<file path="config.mk">
export PLATFORM = sky130hd
export DESIGN_NAME = decodificador_fifo
export DESIGN_NICKNAME = d
export VERILOG_FILES = /design/src/rtl/decodificador_fifo.sv
export SDC_FILE = /design/constraint.sdc
export NUM_CORES = 1
export LEC_CHECK = 0
export CORE_UTILIZATION = 50
export DETAILED_ROUTE_END_ITERATION = 8
export PLACE_DENSITY_LB_ADDON = 0.25
export REMOVE_ABC_BUFFERS = 1
export SLEW_MARGIN = 20
export SYNTH_ARGS = -nofsm -noshare
export SYNTH_HDL_FRONTEND = slang
export SYNTH_SLANG_ARGS = --single-unit
</file>
<file path="constraint.sdc">
create_clock -name clk -period 4.8 [get_ports clk]
set_input_delay 0.72 -clock clk [delete_from_list [all_inputs] [get_ports clk]]
set_output_delay 0.72 -clock clk [all_outputs]
set_load 0.02 [all_outputs]
</file>
<file path="src/rtl/decodificador_fifo.sv">
`default_nettype none
// ============================================================================
// Module   : decodificador_fifo
// Purpose  : Captures the 4-bit encoder codeword on each synchronised rise of
//            the encoder's ready strobe, applies the inverse nibble map, and
//            queues the result in a first-word-fall-through FIFO that is
//            drained through a valid/ack handshake.
// Revision : 1.0 - initial release
// ============================================================================
module decodificador_fifo #(
  parameter int DEPTH = 4
) (
  input  logic                      clk,
  input  logic                      reset,
  input  logic                      ready,
  input  logic [3:0]                code_in,
  input  logic                      flush,
  input  logic                      clr_ovf,
  output logic [3:0]                data_out,
  output logic                      data_valid,
  input  logic                      data_ack,
  output logic [$clog2(DEPTH):0]    count,
  output logic                      full,
  output logic                      overflow
);

  localparam int            AW      = $clog2(DEPTH);
  localparam logic [AW:0]   C_DEPTH = (AW+1)'(DEPTH);

  // Synchroniser and edge-qualification state
  logic           r1_q, r2_q, r3_q;
  logic           started_q;
  logic           armed_q;

  // FIFO state
  logic [3:0]     mem_q [DEPTH];
  logic [AW-1:0]  wr_ptr_q, wr_ptr_d;
  logic [AW-1:0]  rd_ptr_q, rd_ptr_d;
  logic [AW:0]    count_q,  count_d;
  logic           ovf_q,    ovf_d;

  // Per-cycle events
  logic           push_evt;
  logic           pop_evt;
  logic           wr_en;
  logic           drop_evt;
  logic           is_full;
  logic           is_empty;

  // Inverse of the encoder's nibble mapping (a bijection, so every code is valid)
  function automatic logic [3:0] decode(input logic [3:0] c);
    case (c)
      4'h0:    decode = 4'h3;
      4'h1:    decode = 4'h4;
      4'h2:    decode = 4'hB;
      4'h3:    decode = 4'h9;
      4'h4:    decode = 4'h6;
      4'h5:    decode = 4'h0;
      4'h6:    decode = 4'hE;
      4'h7:    decode = 4'h8;
      4'h8:    decode = 4'hD;
      4'h9:    decode = 4'h2;
      4'hA:    decode = 4'hF;
      4'hB:    decode = 4'h7;
      4'hC:    decode = 4'h1;
      4'hD:    decode = 4'hA;
      4'hE:    decode = 4'hC;
      default: decode = 4'h5;
    endcase
  endfunction

  // Three-flop synchroniser on ready; armed_q blocks a push until ready has
  // been seen low after reset, so a strobe held high across reset release
  // (or one in flight when reset hit) never produces a push.
  always_ff @(posedge clk or negedge reset) begin
    if (!reset) begin
      r1_q      <= 1'b0;
      r2_q      <= 1'b0;
      r3_q      <= 1'b0;
      started_q <= 1'b0;
      armed_q   <= 1'b0;
    end else begin
      r1_q      <= ready;
      r2_q      <= r1_q;
      r3_q      <= r2_q;
      started_q <= 1'b1;
      armed_q   <= armed_q | (started_q & ~r1_q);
    end
  end

  // Event decoding and next-state computation for pointers, count and overflow
  always_comb begin
    is_empty = (count_q == '0);
    is_full  = (count_q == C_DEPTH);
    push_evt = armed_q & r2_q & ~r3_q;
    pop_evt  = ~is_empty & data_ack;
    // A push into a full FIFO is only accepted when a pop frees a slot on the same edge.
    wr_en    = push_evt & (~is_full | pop_evt) & ~flush;
    drop_evt = push_evt & is_full & ~pop_evt & ~flush;

    wr_ptr_d = wr_ptr_q;
    rd_ptr_d = rd_ptr_q;
    count_d  = count_q;

    if (flush) begin
      wr_ptr_d = '0;
      rd_ptr_d = '0;
      count_d  = '0;
    end else begin
      if (wr_en)   wr_ptr_d = wr_ptr_q + 1'b1;
      if (pop_evt) rd_ptr_d = rd_ptr_q + 1'b1;
      if (wr_en && !pop_evt)      count_d = count_q + 1'b1;
      else if (!wr_en && pop_evt) count_d = count_q - 1'b1;
    end

    // Set wins over a same-edge clear.
    ovf_d = ovf_q;
    if (clr_ovf)  ovf_d = 1'b0;
    if (drop_evt) ovf_d = 1'b1;
  end

  // Pointer, occupancy and sticky overflow registers
  always_ff @(posedge clk or negedge reset) begin
    if (!reset) begin
      wr_ptr_q <= '0;
      rd_ptr_q <= '0;
      count_q  <= '0;
      ovf_q    <= 1'b0;
    end else begin
      wr_ptr_q <= wr_ptr_d;
      rd_ptr_q <= rd_ptr_d;
      count_q  <= count_d;
      ovf_q    <= ovf_d;
    end
  end

  // Storage array; contents need no reset because the output is masked when empty
  always_ff @(posedge clk) begin
    if (wr_en) mem_q[wr_ptr_q] <= decode(code_in);
  end

  assign data_out   = is_empty ? 4'h0 : mem_q[rd_ptr_q];
  assign data_valid = ~is_empty;
  assign count      = count_q;
  assign full       = is_full;
  assign overflow   = ovf_q;

endmodule
`default_nettype wire

</file>
Word-level counts from Yosys, hierarchy flattened
Memories as Yosys holds them, arrays and structs flattened.
Cells that the tools add are included.

operators by class
  add/sub/neg operators = 4
  eq/ne operators = 1
  muxes and demuxes = 13
  bitwise operators = 17
  reductions and logical operators = 9

operators with widths
  cell                                                                number
  1-bit AND                                                           9
  3-bit 2-to-1 mux                                                    3
  2-bit 2-to-1 mux                                                    4
  4-bit 2-to-1 mux                                                    2
  1-bit inverter                                                      6
  2-bit nonzero test                                                  3
  2-bit by 1-bit adder with 2-bit output, second input constant       2
  1-bit 2-to-1 mux                                                    4
  3-bit by 1-bit adder with 3-bit output, second input constant       1
  3-bit == test, second input constant                                1
  3-bit logical NOT                                                   1
  3-bit nonzero test                                                  1
  3-bit by 1-bit subtractor with 3-bit output, second input constant  1
  1-bit logical AND                                                   2
  1-bit logical NOT                                                   2
  1-bit bitwise OR                                                    2

word-level totals
  register bits = 13
  RAM bits = 16
  bits in read-only memories = 64
  bits of input ports = 10
  memories = 2

memory list
  name              depth  width  read ports  clocked after memory_dff  write ports  RTL line  text
  (name not given)  16     4      1           0                         0            52        case (c)
  mem_q             4      4      1           0                         1            36        logic [3:0] mem_q [DEPTH];

Depth between registers and ports, before layout
  word-level depth = 11
  gate-level depth with buffers = 7

Worst setup path before layout
No wires, ideal clock.

  kind = input-to-reg
  start point = input port data_ack
  end point = register count_q[2], in the netlist count[2]
  library setup time = 136 ps
  arrival = 2,189 ps
  data required time = 4,664 ps
  setup slack = 2,475 ps
  cell stages on the path = 6
  path buffers = 0
  cells stage by stage = nor4b_4 nor4_1 fa_1 or3_1 a31oi_1 a21oi_1

on the way
  longest elaborated chain between the ends = 7

RTL lines
  item                                                           RTL line  text
  start: declaration                                             21        input logic data_ack,
  1-bit AND (*)                                                  96        pop_evt = ~is_empty & data_ack;
  1-bit bitwise OR                                               98        wr_en = push_evt & (~is_full | pop_evt) & ~flush;
  1-bit AND (2 in series)                                        98
  1-bit logical AND / 1-bit logical NOT (equally long branches)  112, 113
  3-bit 2-to-1 mux / 1-bit logical AND (equally long branches)   112, 113
  3-bit 2-to-1 mux / 3-bit nonzero test (equally long branches)  -
  end signal: assignment                                         132       count_q <= count_d;
  end: declaration                                               39        logic [AW:0] count_q, count_d;

Every way passes the cells marked *; elsewhere a longest branch is shown, timed or not.
A chain may end at the register's enable or synchronous reset.

Worst setup path in the final report
  start point = register rd_ptr_q[0]
  end point = output port data_out[3]

on the way
  longest elaborated chain between the ends = 2

RTL lines
  item                      RTL line  text
  start: declaration        38        logic [AW-1:0] rd_ptr_q, rd_ptr_d;
  start signal: assignment  131       rd_ptr_q <= rd_ptr_d;
  memory 4 x 4 bit          -
  4-bit 2-to-1 mux          142       assign data_out = is_empty ? 4'h0 : mem_q[rd_ptr_q];
  end: declaration          19        output logic [3:0] data_out,

Every way passes these cells.

==> qor.txt <==
Status -> finished, final reports clean
Clk_lat worst skew -> 0.32 ns
Max Transition Viols Final -> 0
Layout area overhead -> 19.9%
Worst-Margin Slew -> 0.607 ns
Final Routed Wirelength -> 2280 um
Drt pass-1 iters -> 4
Slew margin rel. -> 59.4%
CP max stage delay -> 0.55 ns
Area leader, netlist -> edfxtp_1
Worst R2R Setup Slack -> 2.43 ns
Yosys top cell area share -> 33.7%
Vias per cell -> 5.52
Sequential cell area -> 806 um^2
F_max -> 0.356 GHz
Die W -> 55.4 um
Worst Setup End Kind -> primary output
Postcts setup bufs -> 0
Final setup vio count -> 0
Post-cts hold buffer count -> 0
Setup crit start kind -> flop
Area of the multi-input gates -> 568 um^2
Worst hold slack -> 0.381 ns
Wirelength per Cell -> 13.8 um
Setup tns final -> 0 ns
Die area -> 3070 um^2
Core box area -> 2590 um^2
Instance count of the mapped netlist -> 113
Worst Path Arrival -> 2.09 ns
Worst reg2reg path depth -> 6
# DRC -> 0
RSZ-0062 raised after global routing -> no
H-tree levels -> 2
Worst Min Path Start -> r2_q
Sequential element share of the synthesized area -> 56.6%
Final hold vios -> 0
Antenna diodes -> 0
PostCTS Resize Cnt -> 0
Clock-pin slew on the worst setup and hold paths -> 0.09 ns
Crit share post-route -> 58.5%
Worst vdd ir -> 0.288 mV
Fill cells -> 205
Vias -> 910
Largest net degree at the start of global routing -> 15
Vias in the first global route -> 901
Tot GR Track Use -> 17.6%
CP Data Required Time -> 4.08 ns
Layout cell share with drive strength beyond 1 -> 8.89%
Hold Path Class -> reg -> reg
Hold path cells -> 0
Worst Path Max Fanout -> 6
Synthesized area -> 1420 um^2
CTS buffer count -> 5
Top_reg_cell synth -> edfxtp_1
YS warnings -> 0
Flops & latches, synth -> 29
Cell Rows -> 18
Num ports -> 20
Hold Path End -> r3_q
Slowest CP cell -> mux4_2
Clock buffer depth -> 2
DP Wirelength -> 1740 um
Initial core utilization -> 55.0%
Async S/R FF share, synth -> 44.8%
Final RePlAce weighted congestion -> 0.815
CTS root buffer -> clkbuf_4
Dpl cells -> 157
CTS tree -> yes
EDFF count, synth -> 16
Buffers on Ports -> 19
Top post-synthesis cells by area -> edfxtp_1, dfrtp_1, mux4_2
Reg2Reg Launch Point -> count[1]
Critical Path, Cell by Cell -> mux4_2, and2_1, clkdlybuf4s50_1
Synth unique cells -> 36
Power density over the cells -> 429 nW/um^2
Critical setup path kind -> reg -> out
Cell Count, Final, Fillers Out -> 165
DRT antenna net count -> 0
Gr ovfl total -> 0
Leakage -> 0.651 nW
Die H -> 55.4 um
Worst clock skew -> 0.0104 ns
FF-to-FF End -> count[2]
CTS Sinks -> 29
Detailed Route Iter0 Violations -> 19
Max-Cap Viols -> 0
Final net count -> 151
Min cycle time layout -> 2.81 ns
Initial antenna violation count -> 0
Syn avg cell area -> 12.6 um^2
First-pass GRT wire length -> 4110 um
cells in the final DEF (no fill, tap or decap), drive strengths merged, types with 4 or more instances in the layout:
cell type / instances
a21oi: 4
and2: 8
clkbuf: 6
clkdlybuf4s50: 19
dfrtp: 13
edfxtp: 16
ha: 6
inv: 8
mux4: 4
nand2: 6
nor2: 8
o21ai: 5
through the flow:
stage	setup slack, ns	total power, mW	cell area [um^2]	utilization (%)
6_report	1.99	0.732	1710	65.9
5_1_grt	1.88	0.775	1710	65.9
3_3_place_gp	1.82	0.548	1630	63.0
2_1_floorplan	2.49	0.459	1400	-
4_1_cts	1.94	0.744	1710	65.9
3_5_place_dp	1.72	0.554	1630	63.0
logic make-up (layout without fill, tap and decap cells):
family	after synthesis	in the layout	share of synthesized area (%)
AO/OA/AOI/OAI	18	18	8.26
XOR/XNOR	3	3	1.85
adder cells (fa/ha/maj)	7	7	6.68
buffers and inverters	13	35	3.51
flip-flops	29	29	56.6
multiplexers	7	7	8.52
other	1	1	0.263
AND/OR/NAND/NOR	35	35	14.3
state kept, by name (all words and copies together) (netlist names):
name and count:
started_q 1, mem_q 16, r3_q 1, overflow 1, wr_ptr_q 2, count 3
rd_ptr_q 2, r1_q 1, r2_q 1, armed_q 1
how the worst max path moves through the flow:
stage,startpoint,to,slack (ns),cells after the start
CTS,rd_ptr_q[0],data_out[3],1.94,3
floorplan,data_ack,count[2],2.49,6
global placement,data_ack,count[2],1.82,7
finish,rd_ptr_q[0],data_out[3],1.99,3
detailed placement,data_ack,count[2],1.72,7
global route,rd_ptr_q[0],data_out[1],1.88,3
critical path, delay by kind of cell, from the launching register on:
family                 cells  cell delay, ns
buffers and inverters      1            0.52
DFF                        1            0.54
muxes                      1            0.55
and+or+nand+nor            1            0.17
synthesized netlist by cell type (2+ instances only):
master	n
a21o_1	2
a21oi_1	4
and2_1	8
clkbuf_1	4
dfrtp_1	13
edfxtp_1	16
ha_1	6
inv_1	8
mux2i_1	2
mux4_2	4
nand2_1	6
nand3_1	2
nor2_1	8
nor4_1	2
o21ai_0	5
or3_1	2
xnor2_1	2
area by class of cell:
cell class / count / area share [%]
inverters: 8 / 1.76
multi-input cells: 71 / 33.3
clock buffers: 6 / 2.42
well taps: 30 / 2.20
flip-flops and latches: 29 / 47.2
repair buffers: 19 / 11.1
clock inverters: 2 / 1.98
power breakdown:
part	total (mW)	switching, mW	internal (mW)
logic	0.234	0.114	0.120
registers	0.313	0.0309	0.282
clock network	0.186	0.0776	0.108
per-layer routing:
metal	wire [um]	part of all wire, %	global-route usage, %	up-vias
li1	-	-	-	447
met4	44	1.9	6.79	0
met5	0	0	0	-
met1	1020	45	21.5	435
met3	102	4.5	6.79	6
met2	1120	49	28.2	22
No activity file was read; power rests on OpenSTA's default activity.
